===== config.mk =====
export PLATFORM = sky130hd
export DESIGN_NAME = branch_resolve_unit
export DESIGN_NICKNAME = d
export VERILOG_FILES = /design/src/rtl/branch_pkg.sv /design/src/rtl/branch_resolve_unit_bht.sv /design/src/rtl/branch_resolve_unit.sv
export SDC_FILE = /design/constraint.sdc
export NUM_CORES = 1
export LEC_CHECK = 0
export ABC_CLOCK_PERIOD_IN_PS = 10300
export BUFFER_PORTS_ARGS = -buffer_cell sky130_fd_sc_hd__buf_2
export CAP_MARGIN = 30
export CORE_MARGIN = 5
export CORE_UTILIZATION = 55
export CTS_BUF_LIST = sky130_fd_sc_hd__clkbuf_16
export CTS_CLUSTER_DIAMETER = 100
export DETAILED_ROUTE_END_ITERATION = 6
export PLACE_DENSITY_LB_ADDON = 0.3
export SKIP_LAST_GASP = 1
export SYNTH_ARGS = -nofsm -noshare
export SYNTH_HDL_FRONTEND = slang
export SYNTH_SLANG_ARGS = --single-unit

===== constraint.sdc =====
create_clock -name clk_i -period 10.3 [get_ports clk_i]
set_input_delay 2.06 -clock clk_i [delete_from_list [all_inputs] [get_ports clk_i]]
set_output_delay 2.06 -clock clk_i [all_outputs]
set_load 0.02 [all_outputs]

===== src/rtl/branch_pkg.sv =====
// Shared types and the branch condition evaluator
// for the execute-stage branch resolve unit.
package branch_pkg;

  typedef enum logic [2:0] {
    BEQ  = 3'b000,
    BNE  = 3'b001,
    BLT  = 3'b100,
    BGE  = 3'b101,
    BLTU = 3'b110,
    BGEU = 3'b111
  } br_funct3_e;

  typedef logic [1:0] bht_cnt_t;

  localparam bht_cnt_t BHT_RST = 2'b01;

  // Operands arrive pre-extended to 64 bits: sign-extended for the
  // signed/equality group, zero-extended for the unsigned group.
  function automatic logic br_eval(
    input logic [63:0] rd1,
    input logic [63:0] rd2,
    input logic [2:0]  funct3
  );
    logic r;
    r = 1'b0;
    case (funct3)
      BEQ:     r = (rd1 == rd2);
      BNE:     r = (rd1 != rd2);
      BLT:     r = ($signed(rd1) <  $signed(rd2));
      BGE:     r = ($signed(rd1) >= $signed(rd2));
      BLTU:    r = (rd1 <  rd2);
      BGEU:    r = (rd1 >= rd2);
      default: r = 1'b0;
    endcase
    return r;
  endfunction

endpackage


===== src/rtl/branch_resolve_unit_bht.sv =====
// Table of 2-bit saturating direction counters with one
// combinational read port and one saturating update port.
module bht_2bit
  import branch_pkg::*;
#(
  parameter int DEPTH = 64,
  localparam int IW = $clog2(DEPTH)
) (
  input  logic          clk_i,
  input  logic          rst_n_i,
  input  logic [IW-1:0] rd_idx,
  output bht_cnt_t      rd_cnt,
  input  logic          upd,
  input  logic [IW-1:0] upd_idx,
  input  logic          upd_taken
);

  bht_cnt_t tbl [DEPTH];
  bht_cnt_t cur;

  assign rd_cnt = tbl[rd_idx];
  assign cur    = tbl[upd_idx];

  // Every entry resets weakly not-taken; updates saturate at 0 and 3.
  always_ff @(posedge clk_i or negedge rst_n_i) begin
    if (!rst_n_i) begin
      for (int i = 0; i < DEPTH; i++)
        tbl[i] <= BHT_RST;
    end else if (upd) begin
      if (upd_taken) begin
        if (cur != 2'b11)
          tbl[upd_idx] <= cur + 2'd1;
      end else begin
        if (cur != 2'b00)
          tbl[upd_idx] <= cur - 2'd1;
      end
    end
  end

endmodule


===== src/rtl/branch_resolve_unit.sv =====
// Execute-stage branch resolution: condition compare, target,
// registered outcome, predictor training and perf counters.
module branch_resolve_unit
  import branch_pkg::*;
#(
  parameter int DW        = 32,
  parameter int BHT_DEPTH = 64,
  parameter int CNT_W     = 32
) (
  input  logic             clk_i,
  input  logic             rst_n_i,
  input  logic [DW-1:0]    lookup_pc_i,
  output logic             pred_taken_o,
  input  logic             valid_i,
  input  logic [DW-1:0]    pc_i,
  input  logic [DW-1:0]    imm_i,
  input  logic [DW-1:0]    rd1_i,
  input  logic [DW-1:0]    rd2_i,
  input  logic [2:0]       funct3_i,
  input  logic             pred_taken_i,
  input  logic             flush_i,
  output logic             res_valid_o,
  output logic             taken_o,
  output logic             mispredict_o,
  output logic [DW-1:0]    target_o,
  output logic             illegal_o,
  output logic [CNT_W-1:0] branch_cnt_o,
  output logic [CNT_W-1:0] mispred_cnt_o
);

  localparam int IDX_W = $clog2(BHT_DEPTH);

  logic [63:0]    a_x;
  logic [63:0]    b_x;
  logic           accept;
  logic           legal;
  logic           taken;
  logic           mis;
  logic           upd;
  logic [DW-1:0]  target;
  bht_cnt_t       lk_cnt;

  assign accept = valid_i && !flush_i;
  assign legal  = (funct3_i[2:1] != 2'b01);
  assign taken  = legal && br_eval(a_x, b_x, funct3_i);
  assign mis    = taken ^ pred_taken_i;
  assign upd    = accept && legal;
  assign target = taken ? (pc_i + imm_i) : (pc_i + DW'(4));

  assign pred_taken_o = lk_cnt[1];

  // Sign-extend for the signed group, zero-extend for the unsigned one.
  always_comb begin
    a_x = {{(64-DW){1'b0}}, rd1_i};
    b_x = {{(64-DW){1'b0}}, rd2_i};
    if (!funct3_i[1]) begin
      a_x = {{(64-DW){rd1_i[DW-1]}}, rd1_i};
      b_x = {{(64-DW){rd2_i[DW-1]}}, rd2_i};
    end
  end

  bht_2bit #(
    .DEPTH (BHT_DEPTH)
  ) u_bht (
    .clk_i     (clk_i),
    .rst_n_i   (rst_n_i),
    .rd_idx    (lookup_pc_i[IDX_W+1:2]),
    .rd_cnt    (lk_cnt),
    .upd       (upd),
    .upd_idx   (pc_i[IDX_W+1:2]),
    .upd_taken (taken)
  );

  // Result registers load on accept; valid drops otherwise, rest hold.
  always_ff @(posedge clk_i or negedge rst_n_i) begin
    if (!rst_n_i) begin
      res_valid_o  <= 1'b0;
      taken_o      <= 1'b0;
      mispredict_o <= 1'b0;
      target_o     <= '0;
      illegal_o    <= 1'b0;
    end else begin
      res_valid_o <= accept;
      if (accept) begin
        taken_o      <= taken;
        mispredict_o <= mis;
        target_o     <= target;
        illegal_o    <= !legal;
      end
    end
  end

  // Perf counters count legal resolutions and stick at all-ones.
  always_ff @(posedge clk_i or negedge rst_n_i) begin
    if (!rst_n_i) begin
      branch_cnt_o  <= '0;
      mispred_cnt_o <= '0;
    end else if (upd) begin
      if (branch_cnt_o != '1)
        branch_cnt_o <= branch_cnt_o + 1'b1;
      if (mis && mispred_cnt_o != '1)
        mispred_cnt_o <= mispred_cnt_o + 1'b1;
    end
  end

endmodule


==> impl_summary.md, run 1 <==
Power
The largest voltage drop on the vdd net is 0.0942 mV. Summed over all cells, the static leakage comes to 7.66 nW. The power after layout is 0.00243 W. The power density relative to cell area is 144 nW/µm².

Route
The detail-routed via count per cell is 6.40. In the routed design, unresolved DRC markers number 0. The average routed wire per standard cell is 20.7 µm. The vias after detailed routing is 13400.

After detailed routing, the total wire length is 43400 µm. The antenna violation net count after detailed routing is 0. The number of violations reported at the end of detailed-routing iteration 0 is 1266. Before antenna repair, the detailed router went through 6 iterations.

Timing
The number of failing hold endpoints at the final stage came to 0. Of the available clock period, the critical path in the final layout requires 62.0%. Counting I/O delays and the setup requirement, the final critical path takes 6.39 ns.

Setup repair after global routing left no endpoint under its margin. The worst max-slew margin expressed relative to the limit is 27.6%. At the pin with the least slew margin, the transition time is 1.08 ns. The count of final setup violators is 0.

The highest attainable clock frequency is 157 MHz. The clock tree skew after final layout is 0.0163 ns. The total negative setup slack is 0 ns. The number of pins with negative max-slew slack in the final report is 0.

Placed design
The placed wire-length estimate is 29900 µm. The number of port buffers is 242. The congestion estimate from routability-driven global placement came to 0.904. The number of placed instances, taps included, is 2045.

CTS
The post-CTS repair timing setup buffer count is 0. In this run, post-CTS repair resized a total of 0 instances. The clock buffer count from CTS is 26. The number of sinks handled by clock tree synthesis is 228.

In this run the deepest clock path goes through 3 buffers. TritonCTS built the clock tree. The H-tree depth is 1. The clock tree root buffer cell is sky130_fd_sc_hd__clkbuf_16. The clock transition time at the flip-flop clock pins of the worst setup and hold paths is 0.05 ns. For the worst-skew pair, the clock arrives at the later sink with an insertion delay of 0.54 ns. The number of hold buffers added after CTS was 0.

Synthesis
For this run, the leading register cell type out of synthesis is sky130_fd_sc_hd__dfrtp_1. During synthesis, Yosys emitted a total of 0 warnings. After synthesis the netlist holds a flip-flop and latch count of 228.

For this run, asynchronously set or reset flops after synthesis account for 100%. The average footprint of a synthesized cell is 9.39 µm². The post-synthesis instance area is 14700 µm². The synthesized instance count is 1561. The number of flops mapped to enable cells by yosys is 0. In this run, distinct cell masters in the synthesized netlist total 81. The sequential share of the synthesized area is 39.5%. The synthesized netlist net count is 1799.

Hold path
The class of the tightest hold or removal check is reg -> reg. Counting instances, the worst hold path has a depth of 2. The path with the worst hold slack has its endpoint at mispredict_o. The startpoint of the worst hold path is mispredict_o.

Floorplan
The floorplan step defined a core boundary enclosing 26100 µm². For this configuration, the core starts out at a cell density of 56.1%. The number of core rows is 59. The top-level port count is 269. In this run the horizontal extent of the chip is 173 µm. The die covers 30000 µm². The die boundary height is 173 µm.

Final layout
Excluding fillers, the count of instances in the completed layout stands at 2096. From synthesis to final layout, the design area changed by 14.9%. In the final layout, the share of cells above drive strength 1 is 25.3%. The fill cell instance count of the final layout is 2187. The final-stage net count is 1980.

Critical path
The category of the critical setup timing path is in -> out. The worst setup slack for register-to-register paths is 6.77 ns. The data required time at the worst endpoint is 8.24 ns.

The worst register-to-register path has a depth of 11. The reg-to-reg critical path endpoint is u_bht.tbl[41]. Along the worst path, the maximum fanout reaches 16. The startpoint kind of the worst setup timing path is an input pin. The critical path arrival is 4.33 ns.

STA classifies the critical path endpoint as an output port.

Global routing
The global-route wire length before repair is 69600 µm. The via count of the first global-routing pass is 13100. The global routing usage on met1 is 36.0%. The global routing met2 resource utilization is 46.4%. For met3 alone, demand over resource in global routing was 5.45%.

Global routing used 27.7% of the available tracks across all layers. met2 is the most crowded layer. The final global-route overflow total is 0.

The largest net degree at the start of global routing is 90. The initial antenna violation count is 4.

Run status
The run finished with clean final reports.

Run
The tool flagged a number of max-cap violations equal to 0.
critical path, cell delays in order:
cell,delay [ns]
sky130_fd_sc_hd__buf_2,0.46
sky130_fd_sc_hd__mux4_2,0.60
sky130_fd_sc_hd__mux4_2,0.51
sky130_fd_sc_hd__mux4_2,0.51
sky130_fd_sc_hd__buf_2,0.18
cell usage in the layout (no fill, tap or decap), types with 26 or more instances in the layout:
cell type,synthesis,layout
sky130_fd_sc_hd__dfrtp_1,164,164
sky130_fd_sc_hd__xor2_1,56,56
sky130_fd_sc_hd__xnor2_1,58,57
sky130_fd_sc_hd__o21ai_0,85,85
sky130_fd_sc_hd__a31oi_1,71,71
sky130_fd_sc_hd__nand2_1,97,97
sky130_fd_sc_hd__ha_1,69,69
sky130_fd_sc_hd__buf_2,32,241
sky130_fd_sc_hd__clkbuf_16,0,26
sky130_fd_sc_hd__o31ai_1,68,67
sky130_fd_sc_hd__nor3_1,30,29
sky130_fd_sc_hd__a22oi_1,54,54
sky130_fd_sc_hd__nor2_1,87,87
sky130_fd_sc_hd__nand4_1,46,46
sky130_fd_sc_hd__inv_1,49,57
sky130_fd_sc_hd__a21oi_1,116,115
sky130_fd_sc_hd__dfstp_2,64,64
sky130_fd_sc_hd__nand3_1,52,52
worst max-delay path by stage:
stage                        start            to  cells past startpoint
CTS                 lookup_pc_i[2]  pred_taken_o                      5
global placement    lookup_pc_i[2]  pred_taken_o                      5
finish              lookup_pc_i[2]  pred_taken_o                      5
global route        lookup_pc_i[2]  pred_taken_o                      5
detailed placement         pc_i[2]          flop                     13
floorplan           lookup_pc_i[2]  pred_taken_o                      5
through the flow:
stage               cell area [µm²]  hold WS (ns)  worst slack (ns)  util [%]
floorplan                     14700         0.471              3.94         -
global placement              16000         0.458              3.94      61.3
detailed placement            16000         0.464              3.86      61.3
CTS                           16800         0.478              3.89      64.2
global route                  16800         0.487              3.83      64.5
finish                        16800         0.471              3.91      64.5
area by class of cell:
class                      count  area [µm²]  area share (%)
antenna                        1        2.50          0.0149
clock buffer                  26         651            3.86
clock inverter                20         123           0.728
inverter                      50         188            1.11
multi-input combinational   1171        8260            49.0
sequential                   228        5790            34.3
tap                          335         419            2.49
timing repair buffer         265        1420            8.44
metal layers:
metal / vias to the layer above / routed length, µm
met3: 121 / 3570
li1: 6183 / -
met1: 6447 / 17500
met4: 6 / 1540
met2: 657 / 20800
met5: - / 28
cells in the mapped netlist, drive strengths merged (7+ instances only):
library cell | number | area share, %
dfrtp | 164 | 28
a21oi | 116 | 4.0
o21ai | 109 | 3.7
nand2 | 97 | 2.5
nor2 | 95 | 2.6
a31oi | 71 | 3.0
ha | 69 | 5.9
o31ai | 68 | 3.5
clkbuf | 64 | 1.6
dfstp | 64 | 11
xnor2 | 58 | 3.5
xor2 | 56 | 3.3
a22oi | 54 | 2.8
nand3 | 52 | 1.8
inv | 49 | 1.3
buf | 48 | 1.8
nand4 | 47 | 2.0
nor3 | 41 | 1.8
and3 | 25 | 1.1
mux4 | 21 | 3.2
a21o | 16 | 0.82
nor4 | 16 | 1.1
and2 | 14 | 0.60
mux2i | 12 | 0.82
nand2b | 11 | 0.47
mux2 | 10 | 0.79
nor2b | 10 | 0.43
a211oi | 9 | 0.46
a22o | 8 | 0.48
nor3b | 8 | 0.55
a221oi | 7 | 0.42
cell families (layout without fill, tap and decap cells):
family,count (synthesis),count (layout),share of synthesized area [%]
buf+inv,162,361,4.74
flops,228,228,39.5
other cells,0,1,0
mux,43,43,4.84
fa+ha+maj,70,70,6.03
compound gates,505,505,21.9
simple gates,439,439,16.2
xor+xnor,114,114,6.81
report_power, final:
group / internal, W / switching [W] / total, W
combinational: 0.000195 / 0.000353 / 0.000548
sequential: 0.000978 / 0.0000537 / 0.00103
clock: 0.000481 / 0.000373 / 0.000854
Note: power is estimated with default switching activity, not from simulation.
==> run 2: changes to the inputs <==
ABC_CLOCK_PERIOD_IN_PS = 6400   (was 10300)
clock period = 6.4 ns   (was 10.3 ns; I/O delays follow)
==> run 2 against run 1 <==
Wire length is 0.49% lower. Hold slack better by 0.0021 ns. Largest cell class unchanged. Critical endpoint is now u_bht.tbl[43]. Setup slack worse by 2.4 ns. Sequential share of layout area is 0.13 points lower. Non-clock buffer count is 3 higher. Via count is 0.42% higher. Clock skew is 0.0045 ns lower. Combinational power is 60% higher. Critical path depth is 9 higher. First-iteration DRC count is 18% higher. Critical path type is now in -> reg. Power is 65% higher.
==> impl_summary.md, run 2 (synthesis results as in run 1) <==
Power
The worst-case IR drop observed on VDD is 0.199 mV. In this run switching power makes up 31.8% of total power. The part of the total power dissipated in combinational logic is 22.0%. The clock group share of total power is 36.6%. Of the total power, registers draw 41.5%. The internal portion of total power is 0.00273 W. Power spread over the standard cell area amounts to 237 nW/µm². The static leakage power is 7.66 nW. Summed over all nets, the switching power comes to 0.00127 W.

Run
Max-cap violations in this run came to 0.

Timing
Static timing analysis puts the maximum clock frequency at 206 MHz. The count of final setup violators is 0. The total negative setup slack is 0 ns. The final period demand of the worst path is 4.86 ns.

Setup repair after global routing left no endpoint under its margin. The number of failing hold endpoints at the final stage is 0. The part of the cycle the worst path needs is 75.9%. The clock tree skew after final layout is 0.0119 ns.

The worst-margin pin slew is 1.05 ns. The number of pins with negative max-slew slack in the final report is 0. Headroom to the max-slew limit came out at 29.9%.

CTS
The number of buffers added to fix hold violations after cts is 0. Post-CTS repair changed the size of 0 cells. The clock buffer count from CTS is 26. For the worst-skew pair, the clock arrives at the later sink with an insertion delay of 0.53 ns.

The clock transition time at the flip-flop clock pins of the worst setup and hold paths is 0.06 ns. The number of sinks handled by clock tree synthesis is 228. The H-tree depth is 1. The tree is rooted in a sky130_fd_sc_hd__clkbuf_16. The number of setup buffers added after CTS is 0. Counting along the longest clock path gives a buffer depth of 3. TritonCTS built the clock tree.

Floorplan
The total area inside the core boundary comes to 26100 µm². For this design the top-level I/O count stands at 269. The die boundary height is 173 µm. After floorplanning, the core was divided into 59 placement rows. The initial core utilization is 56.1%. The width of the chip is 173 µm. The full die area is 30000 µm².

Route
For this block, the initial DRC count from the detailed router was 1493. In the routed layout, each cell is associated on average with a via count of 6.41. The final wirelength is 43200 µm. Across all layers, the routed design uses 13500 vias. The antenna violation net count after detailed routing is 0. After detailed routing, the number of remaining DRC violations is 0.

The number of search-and-repair iterations in the first detailed-routing pass is 5. In the final routed layout, each cell accounts on average for 20.5 µm.

Critical path
The number of buffers and inverters on the critical path is 2. For this design, the slowest cell found on the critical path is sky130_fd_sc_hd__mux2_4. The data required time at the worst endpoint is 6.85 ns. The worst setup slack for register-to-register paths is 2.83 ns. The critical path arrival is 5.30 ns. The kind of end point of the critical path is a flop. The critical path crosses 14 cells after its start point. The reg-to-reg critical path endpoint is u_bht.tbl[43]. The depth of the worst register-to-register path is 12.

The critical path goes through buf_2 -> and3b_1 -> a22o_1 -> a221oi_1 -> and3_1 -> o22ai_1 -> a221oi_1 -> and3_1 -> inv_1 -> ha_1 -> nor2b_1 -> mux2_4 -> a31oi_1 -> a21oi_1. The critical path is of the in -> reg type. The launch point of the worst reg-to-reg path is u_bht.tbl[69]. The highest net fanout along the worst path is 61. STA classifies the critical path startpoint as an input pin. For this run, the slowest stage of the critical path takes 0.68 ns. The kind of cell with the highest combined delay along the critical path is simple AND/OR/NAND/NOR gates.

Final layout
Leaving out fill and tap cells, the most frequent cells in the layout are 241 x sky130_fd_sc_hd__buf_2, 164 x sky130_fd_sc_hd__dfrtp_1, 115 x sky130_fd_sc_hd__a21oi_1. The finished cells cover 16900 µm². Leaving out fill and tap cells, the most frequent cell in the layout is sky130_fd_sc_hd__buf_2. The fill cell instance count of the final layout is 2112. From synthesis to final layout, the design area changed by 15.4%. The final-stage net count is 1983. The fraction of final layout cells sized beyond drive strength 1 is 26.0%.

Placed design
The congestion estimate from routability-driven global placement came to 0.947. During placement, the flow inserted port buffers numbering 242. The placed wire-length estimate is 30000 µm. In this run the cell area measured after placement is 16000 µm².

Global routing
Global routing used 27.6% of the available tracks. After global routing the overflow that remains totals 0. The first global-routing pass estimated 69500 µm of wire. The via count of the first global-routing pass came to 13000. Entering global routing, the biggest net connects 122 pins.

The initial antenna violation count was 5.

Hold path
The startpoint of the worst hold path is target_o[0]. Counting instances, the worst hold path has a depth of 2. The class of the tightest hold or removal check is reg -> reg. The endpoint of the worst hold path is target_o[0].

Run status
The flow ran to the end, and the final reports show no timing, DRC or antenna violations.
[run 2: cell types whose count changed in the layout (fill, tap and decap cells not counted), moves of 2 or more]
cell	delta
sky130_fd_sc_hd__nor3b_4	-3
sky130_fd_sc_hd__diode_2	+2
sky130_fd_sc_hd__inv_1	-8
sky130_fd_sc_hd__buf_4	+2
sky130_fd_sc_hd__clkinvlp_4	+4
sky130_fd_sc_hd__clkinv_2	+6
sky130_fd_sc_hd__nor3b_2	+3
[run 2: worst max path at each step]
stage / start / endpoint
final: pc_i[4] / u_bht.tbl[43]
after global routing: pc_i[4] / u_bht.tbl[43]
after CTS: lookup_pc_i[2] / pred_taken_o
after detailed placement: pc_i[4] / u_bht.tbl[119]
after global placement: pc_i[2] / flop
after floorplan: lookup_pc_i[2] / pred_taken_o
[run 2: stage by stage]
stage / utilization, % / total power (W) / cells / setup WS, ns / hold slack [ns]
after floorplan: - / 0.00224 / 1561 / 1.60 / 0.471
after global placement: 61.3 / 0.00253 / 2047 / 1.33 / 0.458
after detailed placement: 61.4 / 0.00255 / 2049 / 1.23 / 0.461
after CTS: 64.6 / 0.00402 / 2097 / 1.58 / 0.475
after global routing: 64.7 / 0.00419 / 2103 / 1.40 / 0.494
final: 64.7 / 0.00400 / 2103 / 1.54 / 0.474
[run 2: final cells by class]
| cell class | instances | area, µm² | area share, % |
|---|---|---|---|
| timing repair buffer | 268 | 1440 | 8.51 |
| antenna | 3 | 7.51 | 0.0444 |
| tap | 335 | 419 | 2.48 |
| clock inverter | 21 | 163 | 0.962 |
| inverter | 50 | 188 | 1.11 |
| sequential | 228 | 5790 | 34.2 |
| multi-input combinational | 1171 | 8230 | 48.7 |
| clock buffer | 27 | 676 | 4.00 |
[run 2: worst reg2reg max path, stage by stage, from the launching register on]
cell and delay (ns):
sky130_fd_sc_hd__dfrtp_1 0.40, sky130_fd_sc_hd__a22o_1 0.21, sky130_fd_sc_hd__a221oi_1 0.19, sky130_fd_sc_hd__and3_1 0.28, sky130_fd_sc_hd__o22ai_1 0.12, sky130_fd_sc_hd__a221oi_1 0.24, sky130_fd_sc_hd__and3_1 0.27, sky130_fd_sc_hd__inv_1 0.06
sky130_fd_sc_hd__ha_1 0.32, sky130_fd_sc_hd__nor2b_1 0.36, sky130_fd_sc_hd__mux2_4 0.68, sky130_fd_sc_hd__a31oi_1 0.21, sky130_fd_sc_hd__a21oi_1 0.18
[run 2: layer usage]
metal | routed length [µm] | share of wire (%) | track usage, %
met1 | 17300 | 40 | 35.9
met2 | 20400 | 47 | 45.0
met3 | 3590 | 8.3 | 5.54
met4 | 1830 | 4.2 | 12.1
met5 | 21 | 0.049 | 0
[run 2: power groups by stage]
stage / clock network (W) / registers [W] / logic, W
detailed placement: 0 / 0.00168 / 0.000872
global placement: 0 / 0.00168 / 0.000854
floorplan: 0 / 0.00176 / 0.000487
CTS: 0.00148 / 0.00166 / 0.000876
global route: 0.00155 / 0.00167 / 0.000964
finish: 0.00146 / 0.00166 / 0.000879
